==> src/rtl/fir_ctrl_pkg.sv <==
// Shared definitions for the FIR coefficient controller.
//   - Default tap count and coefficient width.
//   - Controller state encoding.
//   - Flush-counter width, sized so the counter can hold TAPS+1.
package fir_ctrl_pkg;

  localparam int TAPS_DEF   = 16;
  localparam int COEF_W_DEF = 8;

  // The flush counter must reach TAPS (delay stages) and then step once more
  // for the output register, so it needs room for TAPS+1.
  function automatic int flush_cnt_width(input int taps);
    return $clog2(taps + 1);
  endfunction

  localparam int CNT_W_DEF = $clog2(TAPS_DEF + 1);

  typedef enum logic [1:0] {
    ST_FLUSH = 2'd0,
    ST_RUN   = 2'd1,
    ST_PEND  = 2'd2
  } state_t;

endpackage

==> src/rtl/fir_coef_bank.sv <==
// Shadow/active coefficient register pair.
//   clk, rst   : clock and synchronous active-high reset (both banks clear)
//   wr_en      : write shadow[wr_addr] = wr_data this edge
//   wr_addr    : tap index
//   wr_data    : coefficient value
//   swap       : copy the whole shadow bank into the active bank this edge
//   coef_flat  : active bank, tap k at bits [k*COEF_W +: COEF_W]
module fir_coef_bank #(
  parameter int TAPS   = 16,
  parameter int COEF_W = 8,
  parameter int ADDR_W = 4
) (
  input  logic                   clk,
  input  logic                   rst,
  input  logic                   wr_en,
  input  logic [ADDR_W-1:0]      wr_addr,
  input  logic [COEF_W-1:0]      wr_data,
  input  logic                   swap,
  output logic [TAPS*COEF_W-1:0] coef_flat
);

  logic [COEF_W-1:0] shadow [TAPS];
  logic [COEF_W-1:0] active [TAPS];

  // The swap reads the shadow value from before this edge; the controller
  // never writes and swaps on the same edge, so there is no ordering hazard.
  always_ff @(posedge clk) begin
    if (rst) begin
      for (int k = 0; k < TAPS; k++) begin
        shadow[k] <= '0;
        active[k] <= '0;
      end
    end else begin
      if (wr_en) begin
        shadow[wr_addr] <= wr_data;
      end
      if (swap) begin
        for (int k = 0; k < TAPS; k++) begin
          active[k] <= shadow[k];
        end
      end
    end
  end

  always_comb begin
    coef_flat = '0;
    for (int k = 0; k < TAPS; k++) begin
      coef_flat[k*COEF_W +: COEF_W] = active[k];
    end
  end

endmodule

==> src/rtl/fir_coef_ctrl.sv <==
// Coefficient configuration and sequencing controller for a TAPS-tap FIR.
// Host writes go into a shadow bank; a commit swaps it into the active bank at
// the next sample boundary, then out_valid is held low until the delay line
// and output register have refilled under the new coefficients.
//   clk, rst    : clock, synchronous active-high reset
//   cfg_valid   : host presents a write beat
//   cfg_ready   : controller can accept a beat (low only while a commit pends)
//   cfg_addr    : tap index
//   cfg_data    : coefficient value
//   cfg_last    : beat also commits the shadow bank (data written first)
//   sample_en   : FIR shifts a new sample this cycle
//   coef_flat   : active bank, tap k at bits [k*COEF_W +: COEF_W]
//   out_valid   : FIR output reflects only the active bank
//   commit_done : one-cycle pulse on the cycle after the bank swap
//   busy        : high while pending or flushing
//   state       : controller state, for observation
//   flush_cnt   : samples seen since the last swap/reset, for observation
//
// Handshake: a beat transfers on the rising edge where cfg_valid && cfg_ready.
// cfg_ready is decoded from registered state only and never looks at
// cfg_valid, so the host may hold cfg_valid and wait.
module fir_coef_ctrl
  import fir_ctrl_pkg::*;
#(
  parameter int TAPS   = TAPS_DEF,
  parameter int COEF_W = COEF_W_DEF,
  parameter int ADDR_W = $clog2(TAPS)
) (
  input  logic                              clk,
  input  logic                              rst,
  input  logic                              cfg_valid,
  output logic                              cfg_ready,
  input  logic [ADDR_W-1:0]                 cfg_addr,
  input  logic [COEF_W-1:0]                 cfg_data,
  input  logic                              cfg_last,
  input  logic                              sample_en,
  output logic [TAPS*COEF_W-1:0]            coef_flat,
  output logic                              out_valid,
  output logic                              commit_done,
  output logic                              busy,
  output state_t                            state,
  output logic [flush_cnt_width(TAPS)-1:0]  flush_cnt
);

  localparam int CNT_W = flush_cnt_width(TAPS);
  localparam logic [CNT_W-1:0] CNT_LAST = CNT_W'(TAPS);
  localparam logic [CNT_W-1:0] CNT_MAX  = '1;

  logic xfer;
  logic commit;
  logic swap;

  assign cfg_ready = (state != ST_PEND);
  assign out_valid = (state == ST_RUN);
  assign busy      = (state != ST_RUN);

  assign xfer   = cfg_valid && cfg_ready;
  assign commit = xfer && cfg_last;
  assign swap   = (state == ST_PEND) && sample_en;

  always_ff @(posedge clk) begin
    if (rst) begin
      state       <= ST_FLUSH;
      flush_cnt   <= '0;
      commit_done <= 1'b0;
    end else begin
      commit_done <= 1'b0;
      case (state)
        ST_RUN: begin
          if (commit) state <= ST_PEND;
        end
        ST_FLUSH: begin
          // A new commit abandons the refill; the count restarts at the swap.
          if (commit) begin
            state <= ST_PEND;
          end else if (sample_en) begin
            // Reaching TAPS means the delay line is full; this pulse also
            // loads the output register, so the output is now clean.
            if (flush_cnt == CNT_LAST) state <= ST_RUN;
            if (flush_cnt != CNT_MAX) flush_cnt <= flush_cnt + 1'b1;
          end
        end
        ST_PEND: begin
          if (sample_en) begin
            state       <= ST_FLUSH;
            flush_cnt   <= '0;
            commit_done <= 1'b1;
          end
        end
        default: state <= ST_FLUSH;
      endcase
    end
  end

  fir_coef_bank #(
    .TAPS   (TAPS),
    .COEF_W (COEF_W),
    .ADDR_W (ADDR_W)
  ) u_bank (
    .clk       (clk),
    .rst       (rst),
    .wr_en     (xfer),
    .wr_addr   (cfg_addr),
    .wr_data   (cfg_data),
    .swap      (swap),
    .coef_flat (coef_flat)
  );

endmodule

==> config.mk <==
export PLATFORM = sky130hd
export DESIGN_NAME = fir_coef_ctrl
export DESIGN_NICKNAME = d
export VERILOG_FILES = /design/src/rtl/fir_ctrl_pkg.sv /design/src/rtl/fir_coef_bank.sv /design/src/rtl/fir_coef_ctrl.sv
export SDC_FILE = /design/constraint.sdc
export NUM_CORES = 1
export LEC_CHECK = 0
export BUFFER_PORTS_ARGS = -buffer_cell sky130_fd_sc_hd__buf_2
export CELL_PAD_IN_SITES_DETAIL_PLACEMENT = 0
export CELL_PAD_IN_SITES_GLOBAL_PLACEMENT = 1
export CORE_ASPECT_RATIO = 1.5
export CORE_UTILIZATION = 30
export CTS_CLUSTER_DIAMETER = 150
export CTS_CLUSTER_SIZE = 24
export DETAILED_ROUTE_END_ITERATION = 8
export GPL_TIMING_DRIVEN = 0
export PLACE_DENSITY_LB_ADDON = 0.1
export SLEW_MARGIN = 20
export SYNTH_ARGS = -nofsm -noshare
export SYNTH_HDL_FRONTEND = slang
export SYNTH_SLANG_ARGS = --single-unit
==> constraint.sdc <==
create_clock -name clk -period 5.7 [get_ports clk]
set_clock_uncertainty 0.1 [all_clocks]
set_input_delay 0.855 -clock clk [delete_from_list [all_inputs] [get_ports clk]]
set_output_delay 0.855 -clock clk [all_outputs]
set_load 0.01 [all_outputs]
==> impl_metrics.csv, run 1 <==
group,metric,value,unit
final_layout,nets,854,
floorplanning,core,32500,µm²
worst_setup_path,worstSetupEndpointType,"flip-flop",
clock_network,cts_buffers,14,
logic_synthesis,syn_nets,681,
grt,grt_pass1_wl,34800,µm
route,wl,23400,µm
floorplanning,std_cell_rows,81,
sta,setup_viol_count_final,0,
logic_synthesis,yosysSeqAreaShare,0.791,
clock_network,post-cts-setup-buffer-count,0,
sta,drv_slew,0,
pwr,power_switching,764,µW
logic_synthesis,avgSynthCellArea,15.0,µm²
route,ant_nets,0,
pwr,peakVddDrop,0.151,mV
clock_network,htree_num_levels,1,
logic_synthesis,async_reset_ff_frac,0,
status,outcome,"completed",
floorplanning,initial_core_util,0.305,
sta,relSlewSlack,0.361,
floorplanning,ios,156,
floorplanning,die_h,225,µm
worst_setup_path,path_buf_inv,5,
sta,rsz0062_at_grt,"no",
job,maxCapViolations,0,
final_layout,fillers,3143,
worst_setup_path,required,5780,ps
clock_network,ctsHoldBuffers,0,
worst_setup_path,cp-endpoint,"u_bank.active[0][12]",
route,drt_iter0_markers,230,
worst_setup_path,critical_path_cell_count,6,
sta,fin_crit,3030,ps
placement,dp_hpwl,17500,µm
worst_setup_path,reg2reg_depth,4,
sta,hold_violations,0,
pwr,internal_power,2.77,mW
pwr,power_frac_seq,0.635,
placement,placed_area,11300,µm²
worst_setup_path,reg2reg_from,"state[1]",
grt,grt_max_degree,48,
route,num_vias,5458,
clock_network,cts_root_buf,"clkbuf_16",
pwr,power_density,303,nW/µm²
worst_setup_path,arrival,3110,ps
sta,fin_crit_sh,0.531,
final_layout,drive_gt1_frac,0.226,
worst_setup_path,worstPathCellList,"buf_2, clkbuf_1, clkinv_1, nand2_4, buf_16, buf_12",
sta,hold_ws,425,ps
route,dr.pass1.iters,4,
worst_setup_path,slowest_stage,"nand2_4",
clock_network,tritoncts,"built",
placement,place_inst,1233,
final_layout,final_cells,1255,
pwr,combPwrFrac,0.064,
grt,grt_pass1_vias,5782,
pwr,leakage,4.42,nW
worst_setup_path,reg2reg_slack,3190,ps
worst_setup_path,startpoint,"rst",
worst_setup_path,critPathMaxStageDelay,610,ps
pwr,p_sw_frac,0.216,
logic_synthesis,synth_seq_cells,264,
final_layout,multiInputGateArea,1880,µm²
clock_network,clkSinkCount,264,
worst_setup_path,startpoint_type,"input pin",
logic_synthesis,yosysWarnings,0,
final_layout,regArea,7850,µm²
placement,gp_congestion,0.816,
sta,tightest_slew,953,ps
worst_setup_path,cp_max_fo,47,
pwr,clkPwrFrac,0.301,
final_layout,syn2layout_area_growth,17.6,%
clock_network,path_clk_slew,90,ps
worst_setup_path,timing.rr.end,"u_bank.shadow[12][3]",
worst_setup_path,criticalPathCategory,"in2reg",
floorplanning,dieArea,33800,µm²
floorplanning,die_x,150,µm
route,routed_via_density,4.35,
clock_network,clk_latency,490,ps
final_layout,post-route-util,0.359,
route,route.detailed.drc,0,
logic_synthesis,synth_cell_types,35,
logic_synthesis,synth-edff-count,256,
grt,track_usage,0.141,
grt,antenna_found_initial,3,
worst_setup_path,path_delay_family,"buffers and inverters",
clock_network,ctsResizeCount,0,
placement,io_buffers,155,
logic_synthesis,syn_area,9920,µm²
sta,fmax,330,MHz
logic_synthesis,synth-main-ff-cell,"edfxtp_1",
final_layout,final_cell_area,11700,µm²
min_path,hold_path.class,"reg2reg",
clock_network,clockBufferDepth,3,
route,wl_per_cell,18.7,µm
logic_synthesis,synth_cells,661,
grt,gr-total-overflow,0,
==> power groups by stage <==
stage | sequential [mW] | combinational (mW) | clock (mW)
finish | 2.25 | 0.228 | 1.06
global route | 2.26 | 0.250 | 1.16
CTS | 2.25 | 0.234 | 1.10
detailed placement | 2.29 | 0.233 | 0
global placement | 2.30 | 0.225 | 0
floorplan | 2.32 | 0.0877 | 0
==> through the flow <==
stage                     worst slack (ps)  power [mW]  setup TNS (ps)
after floorplan                       1020        2.41               0
after CTS                             2620        3.59               0
after detailed placement              2090        2.52               0
after global placement                -698        2.53          -87980
after global routing                  2430        3.66               0
final                                 2670        3.54               0
==> logic make-up after synthesis <==
kind of cell / Yosys count / synth area share
flops: 264 / 0.791
mux: 1 / 0.00101
compound gates: 27 / 0.0189
simple gates: 326 / 0.165
fa+ha+maj: 3 / 0.00378
buf+inv: 40 / 0.0208
==> final cells by class <==
type	instances	share of cell area
multi-input cells	357	0.161
diodes	3	0.000643
inverters	6	0.00193
repair buffers	157	0.0705
well taps	415	0.0445
plain buffers	34	0.0158
flip-flops and latches	264	0.672
clock buffers	19	0.0335
==> cell usage after synthesis, types with 2 or more instances <==
cell type | n | share of area
nand4_1 | 2 | 0.0013
buf_6 | 6 | 0.0068
or4_1 | 2 | 0.0015
a21o_1 | 12 | 0.0091
nor4_1 | 2 | 0.0013
nand2_1 | 35 | 0.013
inv_1 | 5 | 0.0019
clkbuf_1 | 18 | 0.0068
and2_1 | 81 | 0.051
and4_1 | 2 | 0.0018
nand2b_1 | 3 | 0.0019
o31ai_1 | 3 | 0.0023
nand3_1 | 5 | 0.0025
nand3b_1 | 3 | 0.0023
or3_1 | 2 | 0.0013
nor2_1 | 132 | 0.050
o21ai_0 | 3 | 0.0015
ha_1 | 3 | 0.0038
nor2b_1 | 52 | 0.033
buf_2 | 9 | 0.0045
a21oi_1 | 4 | 0.0020
edfxtp_1 | 256 | 0.77
and3_1 | 2 | 0.0013
dfxtp_1 | 8 | 0.016
==> routing by layer <==
layer | GRT usage | wire length (µm) | share of wire | up-vias
li1 | - | - | - | 2635
met1 | 0.158 | 8830 | 0.38 | 2631
met2 | 0.263 | 12600 | 0.54 | 168
met3 | 0.0296 | 1630 | 0.069 | 24
met4 | 0.0420 | 405 | 0.017 | 0
met5 | 0 | 0 | 0 | -
==> cell usage in the layout, fill, tap and decap left out, types with 6 or more instances in the layout <==
| master | n |
|---|---|
| edfxtp_1 | 256 |
| buf_6 | 6 |
| buf_2 | 164 |
| dfxtp_1 | 8 |
| nor2b_1 | 52 |
| nor2_1 | 132 |
| and2_1 | 81 |
| a21o_1 | 12 |
| clkbuf_1 | 22 |
| clkbuf_16 | 15 |
| nand2_1 | 34 |
==> state kept, by name (all words and copies together) (netlist names) <==
register / cells
u_bank.active: 128
flush_cnt: 5
u_bank.shadow: 128
commit_done: 1
state: 2
==> worst min path at each step <==
| stage | cells after the start | slack [ps] | from | endpoint |
|---|---|---|---|---|
| 2_1_floorplan | 1 | 400 | u_bank.shadow[0][0] | u_bank.active[0][0] |
| 3_3_place_gp | 1 | 410 | u_bank.shadow[9][3] | u_bank.active[1][11] |
| 3_5_place_dp | 1 | 410 | u_bank.shadow[2][4] | u_bank.active[0][20] |
| 4_1_cts | 1 | 430 | u_bank.shadow[2][4] | u_bank.active[0][20] |
| 5_1_grt | 1 | 450 | u_bank.shadow[7][4] | u_bank.active[0][60] |
| 6_report | 1 | 420 | u_bank.shadow[2][4] | u_bank.active[0][20] |
No activity file was read; power rests on OpenSTA's default activity.
==> run 2, diff against run 1 <==
Clock period 5.7 ns to 2.6 ns, I/O delays scaled along.
==> impl_metrics.csv, run 2 (same netlist as run 1, synthesis figures left out) <==
group,metric,value,unit
final_layout,final_cell_mix,"edfxtp_1 (256), buf_2 (164), nor2_1 (132), and2_1 (81), nor2b_1 (52)",
placement,dp_slack,-260,ps
worst_setup_path,path_delay_family,"compound AO/OA/AOI/OAI gates",
worst_setup_path,reg2reg_depth,4,
final_layout,nets,853,
min_path,hold_depth,4,
worst_setup_path,slowest_stage,"o21ai_1",
clock_network,path_clk_slew,100,ps
worst_setup_path,reg2reg_slack,210,ps
floorplanning,die_x,150,µm
final_layout,mostFrequentLayoutCell,"edfxtp_1",
route,wl,23300,µm
sta,drv_slew,0,
worst_setup_path,worstSetupEndpointType,"flip-flop",
worst_setup_path,cp_max_fo,8,
worst_setup_path,critical_path_cell_count,4,
placement,dp_hpwl,17400,µm
worst_setup_path,arrival,2410,ps
sta,tightest_slew,783,ps
sta,fin_ws,213,ps
placement,io_buffers,155,
floorplanning,dieArea,33800,µm²
route,ant_nets,0,
sta,fin_setup_tns,0,ps
pwr,leakage,4.42,nW
pwr,peakVddDrop,0.369,mV
worst_setup_path,required,2620,ps
final_layout,final_cell_area,11700,µm²
placement,placed_area,11300,µm²
route,num_vias,5524,
worst_setup_path,startpoint,"state[0]",
final_layout,syn2layout_area_growth,17.5,%
route,route.detailed.drc,0,
worst_setup_path,reg2reg_from,"state[0]",
floorplanning,core,32500,µm²
sta,relSlewSlack,0.475,
sta,fmax,419,MHz
grt,grt_pass1_vias,5736,
sta,fin_crit,2390,ps
grt,gr-total-overflow,0,
worst_setup_path,timing.rr.end,"u_bank.shadow[14][3]",
sta,fin_crit_sh,0.918,
min_path,hold_path.class,"in2reg",
clock_network,clkSinkCount,264,
status,outcome,"completed",
sta,rsz0062_at_grt,"no",
worst_setup_path,worstPathCellList,"nor2b_2, inv_1, nand4_1, o21ai_1",
placement,gp_congestion,0.832,
floorplanning,initial_core_util,0.305,
final_layout,reg_top3,"u_bank.active (128), u_bank.shadow (128), flush_cnt (5)",
final_layout,drive_gt1_frac,0.226,
grt,grt_pass1_wl,34800,µm
floorplanning,ios,156,
sta,setup_viol_count_final,0,
route,wl_per_cell,18.6,µm
sta,hold_ws,192,ps
worst_setup_path,path_buf_inv,1,
floorplanning,die_h,225,µm
worst_setup_path,startpoint_type,"flip-flop",
clock_network,clk_latency,480,ps
sta,hold_violations,0,
route,routed_via_density,4.41,
job,maxCapViolations,0,
clock_network,ctsHoldBuffers,0,
worst_setup_path,critPathMaxStageDelay,730,ps
grt,grt_max_degree,85,
grt,antenna_found_initial,3,
clock_network,htree_num_levels,1,
route,drt_iter0_markers,275,
clock_network,tritoncts,"built",
clock_network,clockBufferDepth,3,
clock_network,cts_buffers,14,
floorplanning,std_cell_rows,81,
worst_setup_path,cp-endpoint,"u_bank.shadow[14][3]",
route,dr.pass1.iters,6,
final_layout,post-route-util,0.358,
pwr,power_density,664,nW/µm²
clock_network,cts_root_buf,"clkbuf_16",
grt,track_usage,0.140,
worst_setup_path,criticalPathCategory,"reg2reg",
==> run 2: report_power, final <==
| group | switching (mW) | internal [mW] |
|---|---|---|
| Sequential | 0.0535 | 4.87 |
| Combinational | 0.350 | 0.149 |
| Clock | 1.26 | 1.06 |
==> run 2: cell type report <==
| cell class | count | area [µm²] |
|---|---|---|
| diodes | 2 | 5.00 |
| plain buffers | 34 | 184 |
| clock buffers | 19 | 390 |
| fillers | 3172 | 20900 |
| inverters | 6 | 22.5 |
| multi-input cells | 357 | 1890 |
| flip-flops and latches | 264 | 7850 |
| well taps | 415 | 519 |
| repair buffers | 156 | 803 |
==> run 2: through the flow <==
stage | std cells | power, mW
floorplan | 661 | 5.27
global placement | 1231 | 5.52
global route | 1251 | 8.03
detailed placement | 1232 | 5.53
CTS | 1251 | 7.86
finish | 1253 | 7.74
==> run 2: worst reg2reg max path, cell delays in order (launching register included) <==
cell	delay (ps)
dfxtp_1	500
nor2b_2	130
inv_1	230
nand4_1	330
o21ai_1	730
==> run 2: repair_timing <==
action / CTS / global route
resized for setup: 1 / 1
buffers inserted: 0 / 0
endpoints found under the setup margin: 8 / 8
==> run 2: layer usage <==
layer	share of wire	GRT usage
met3	0.057	0.0254
met2	0.54	0.265
met5	0.00034	0
met4	0.023	0.0440
met1	0.38	0.156
==> run 2: worst min path at each step <==
stage                                    from                    to  slack, ps
after CTS                            cfg_last          flush_cnt[4]        170
final                                cfg_last          flush_cnt[4]        190
after global placement    u_bank.shadow[9][4]  u_bank.active[1][12]        410
after global routing                 cfg_last          flush_cnt[0]        190
after floorplan           u_bank.shadow[0][0]   u_bank.active[0][0]        400
after detailed placement  u_bank.shadow[3][2]  u_bank.active[0][26]        410
